==> src/rtl/mux4a1_rr_arb.sv <==
// mux4a1_rr_arb: round-robin arbiter for a shared 4:1 mux with registered select and valid-qualified data
module mux4a1_rr_arb #(
  parameter int MAX_HOLD = 4
) (
  input  logic       clk,
  input  logic       rst,
  input  logic [3:0] req,
  input  logic [3:0] D,
  output logic [3:0] gnt,
  output logic       Sa1,
  output logic       Sa0,
  output logic       Ya,
  output logic       Yv,
  output logic       busy
);
  typedef enum logic {IDLE, GRANT} state_t;
  state_t     state_q, state_d;
  logic [1:0] ptr_q, ptr_d, owner_q, owner_d, sel_q, sel_d, start, win;
  logic [7:0] hold_q, hold_d;
  logic [3:0] gnt_q, gnt_d, others, cand;
  logic       ya_q, ya_d, yv_q, yv_d, rel, pre, arb, found;
  always_comb begin
    others = req & ~(4'b0001 << owner_q);
    rel = !req[owner_q];
    pre = hold_q == 8'(MAX_HOLD) && |others;
    // a handover re-arbitrates from owner+1, which is the updated ptr
    start = state_q == GRANT ? owner_q + 2'd1 : ptr_q;
    cand = state_q == GRANT && pre ? others : req;
    found = 1'b0;
    win = start;
    for (int k = 3; k >= 0; k--) begin
      if (cand[start + 2'(k)]) begin
        found = 1'b1;
        win = start + 2'(k);
      end
    end
    arb = state_q == IDLE || rel || pre;
    state_d = arb ? (found ? GRANT : IDLE) : state_q;
    owner_d = arb && found ? win : owner_q;
    ptr_d = state_q == GRANT && (rel || pre) ? owner_q + 2'd1 : ptr_q;
    hold_d = arb && found ? 8'd1 : (!arb && hold_q != 8'hff ? hold_q + 8'd1 : hold_q);
    gnt_d = state_d == GRANT ? 4'b0001 << owner_d : 4'b0000;
    sel_d = state_d == GRANT ? owner_d : sel_q;
    ya_d = state_q == GRANT ? D[owner_q] : ya_q;
    yv_d = state_q == GRANT;
  end
  always_ff @(posedge clk or posedge rst) begin
    if (rst) begin
      state_q <= IDLE;
      ptr_q   <= '0;
      owner_q <= '0;
      hold_q  <= '0;
      gnt_q   <= '0;
      sel_q   <= '0;
      ya_q    <= 1'b0;
      yv_q    <= 1'b0;
    end else begin
      state_q <= state_d;
      ptr_q   <= ptr_d;
      owner_q <= owner_d;
      hold_q  <= hold_d;
      gnt_q   <= gnt_d;
      sel_q   <= sel_d;
      ya_q    <= ya_d;
      yv_q    <= yv_d;
    end
  end
  assign gnt = gnt_q;
  assign {Sa1, Sa0} = sel_q;
  assign Ya = ya_q;
  assign Yv = yv_q;
  assign busy = state_q == GRANT;
endmodule

==> config.mk <==
export PLATFORM = sky130hd
export DESIGN_NAME = mux4a1_rr_arb
export DESIGN_NICKNAME = d
export VERILOG_FILES = /design/src/rtl/mux4a1_rr_arb.sv
export SDC_FILE = /design/constraint.sdc
export NUM_CORES = 1
export LEC_CHECK = 0
export ABC_AREA = 1
export CAP_MARGIN = 20
export CORE_ASPECT_RATIO = 1.25
export CORE_MARGIN = 10
export CORE_UTILIZATION = 40
export DETAILED_ROUTE_END_ITERATION = 10
export PLACE_DENSITY = 0.6
export SLEW_MARGIN = 10
export SYNTH_ARGS = -nofsm -noshare
export SYNTH_HDL_FRONTEND = slang
export SYNTH_SLANG_ARGS = --single-unit
export TNS_END_PERCENT = 100
==> constraint.sdc <==
create_clock -name clk -period 2.5 [get_ports clk]
set_input_delay 0.75 -clock clk [delete_from_list [all_inputs] [get_ports clk]]
set_output_delay 0.75 -clock clk [all_outputs]
set_load 0.005 [all_outputs]
==> run_results.csv <==
group,metric,value,unit
status,outcome,"completed",
synth,async_reset_ff_share,100,%
critical_path,crit_chain,"buf_4 -> ha_1 -> inv_1 -> nand2_1 -> nand2_1 -> inv_2 -> nand2_2 -> nand3_4 -> nand2_4 -> nand3_4 -> nand3_2 -> nand2_2 -> nor2_4 -> a21oi_4 -> inv_2 -> nand2_1 -> nand3_2 -> nand2_1",
critical_path,crit_type,"reg2reg",
die,core.rowCount,24,
drt,via_per_inst,5.09,
sta,maxSlewViolCount,0,
die,ios,19,
critical_path,end_kind,"flop",
global_route,grtUsageTotal,12.0,%
clock_tree,cts_sinks,21,
critical_path,r2r_start,"owner_q[1]",
critical_path,required,2.65,ns
global_route,grt_pass1_vias,1501,
sta,setup_viol,0,
clock_tree,cts_tree,"built",
final_layout,fin_nets,263,
synth,synth_area_leaders,"dfrtp_1 36%, nand2_1 13%, nand3_1 9.4%, inv_1 6.0%, ha_1 5.2%",
synth,ys_warn_count,0,
final_layout,syn_to_final_growth,53.0,%
synth,synth.distinct_cells,27,
sta,fmax,415,MHz
worst_hold_path,hold_path_class,"reg2reg",
synth,yosysMostFrequentCell,"nand2_1",
sta,tns,0,ns
synth,synth_top_family_by_area,"simple AND/OR/NAND/NOR gates",
sta,finalCriticalPeriod,2.41,ns
final_layout,drive_gt1_share,36.6,%
drt,dr.pass1.iters,4,
synth,synth_ff_type,"dfrtp_1",
synth,synth.cell_area,0.00144,sq mm
die,die_x,73.7,microns
synth,ys_seq_elements,21,
worst_hold_path,hold_path_end,"sel_q[1]",
die,coreArea,0.00348,sq mm
sta,worstMarginPinSlew,0.481,ns
drt,dr_total_vias,1450,
sta,whs,0.488,ns
die,chipHeight,87.1,microns
clock_tree,path_clk_slew,0.07,ns
synth,ys_seq_area_share,36.5,%
synth,synthCells,195,
final_layout,num-fill-cells,304,
critical_path,critPathLaunchType,"flop",
critical_path,cp_data_arrival_time,2.55,ns
clock_tree,cts_buffers,3,
sta,finalHoldViolations,0,
global_route,antenna_found_initial,0,
clock_tree,insertion_delay,0.25,ns
synth,synth.area.mux_share,0,%
placement,port_buffers,18,
clock_tree,h-tree-depth,1,
critical_path,slowest_stage,"dfrtp_1",
worst_hold_path,holdPathStages,2,
sta,finalWorstSetupSlack,0.0932,ns
synth,avgSynthCellArea,7.39,sq um
sta,slew_headroom,67.8,%
synth,synth-adder-area-share,5.21,%
synth,synth-compound-area-share,9.73,%
placement,place.gp.congestion,0.865,
synth,synth_fp_nets,211,
synth,synth_edf_count,0,
clock_tree,cts_root_buf,"clkbuf_8",
synth,synth_xor_area_share,3.56,%
placement,dpl_worst_slack,-0.353,ns
drt,drc_errors,0,
critical_path,cpPeakStageDelay,0.39,ns
synth,yosys.area_share.simple,35.6,%
worst_hold_path,hold_path_startpoint,"sel_q[1]",
synth,synth_common_cells,"50 x nand2_1, 27 x nand3_1, 23 x inv_1, 21 x dfrtp_1, 18 x nor2_1",
global_route,gr-total-overflow,0,
placement,dp_hpwl,2810,microns
critical_path,reg2regPathDepth,18,
final_layout,antenna_cells,0,
sta,finalCritPeriodShare,96.3,%
drt,wl,4160,microns
die,die_area,0.00642,sq mm
critical_path,r2r_setup_slack,0.09,ns
sta,skew,0.00223,ns
global_route,grt_pass1_wl,6260,microns
critical_path,cpMostUsedCell,"nand2_1",
drt,drt.antenna.violating_nets,0,
synth,synth_top_area_share,36.5,%
global_route,grt_max_degree,22,
drt,wire_per_inst,14.6,microns
job,maxCapViolCount,0,
die,initial_core_util,41.3,%
drt,initialDrtViolationCount,91,
critical_path,reg2reg_to,"sel_q[1]",
synth,yosys.area.top_type,"dfrtp_1",
clock_tree,ctsLongestPathBuffers,2,
final_layout,final_util,63.3,%
critical_path,cp_max_fo,6,
kinds of logic (layout without fill, tap and decap cells):
kind of cell / count (synthesis) / after routing
and+or+nand+nor: 111 / 111
AOI/OAI and AO/OA: 21 / 21
adders and majority gates: 6 / 6
DFF: 21 / 21
xor gates and xnor gates: 5 / 5
buffers and inverters: 31 / 82
stage by stage:
step | instances | instance area, sq um
global placement | 270 | 1800
global route | 285 | 2200
floorplan | 195 | 1440
finish | 285 | 2200
CTS | 278 | 1930
detailed placement | 270 | 1800
how the worst max path moves through the flow:
| stage | from | end | slack (ns) |
|---|---|---|---|
| after global placement | req[3] | hold_q[0] | -0.24 |
| final | owner_q[1] | sel_q[1] | 0.09 |
| after floorplan | owner_q[0] | gnt[1] | 0.33 |
| after detailed placement | req[2] | sel_q[0] | -0.35 |
| after global routing | busy | gnt[3] | -0.08 |
| after CTS | req[1] | hold_q[0] | 0.001 |
metal layers:
metal | up-vias | wire, microns | GRT usage, %
li1 | 726 | - | -
met1 | 680 | 1640 | 12.8
met2 | 29 | 2250 | 21.4
met3 | 15 | 141 | 2.17
met4 | 0 | 117 | 6.11
met5 | - | 0 | 0
state kept, by name, summed over array words and instances (netlist names):
name and count:
busy 1, hold_q 8, Ya 1, ptr_q 2
owner_q 2, sel_q 2, gnt 4, Yv 1
timing repair:
action	CTS	global route
pin swaps	9	22
endpoints found under the setup margin	12	17
hold buffers	0	0
setup buffers	4	7
gates resized for setup	15	45
placed cells by master, fill, tap and decap left out, types with 2 or more instances in the layout:
cell	count
inv_2	5
o21ai_0	9
a21oi_1	2
nand2_4	7
dfrtp_1	20
o21ai_1	2
nor2_2	3
clkbuf_8	3
nand2_1	39
nand3_1	11
xor2_1	4
inv_1	22
nor2_1	17
o21ai_4	3
clkdlybuf4s50_1	14
nand3_4	10
nand3_2	9
nand2_2	9
buf_4	32
nor2_4	2
ha_1	6
dlymetal6s2s_1	3
area by class of cell:
type	count	area (sq um)	share of cell area, %
timing repair buffer	50	427	19.4
inverter	28	108	4.88
sequential	21	527	23.9
multi-input combinational	143	1050	47.6
tap	39	48.8	2.21
clock buffer	4	45.0	2.04
worst max-delay path: cells and delay by family, from the launching register on:
family / cells / cell delay (ns)
and+or+nand+nor: 12 / 1.24
DFF: 1 / 0.39
buffers and inverters: 4 / 0.38
adders and majority gates: 1 / 0.18
AOI/OAI and AO/OA: 1 / 0.10
Power is not shown: default switching activity piles up to over one toggle a cycle in this logic, so the estimate is an artifact.
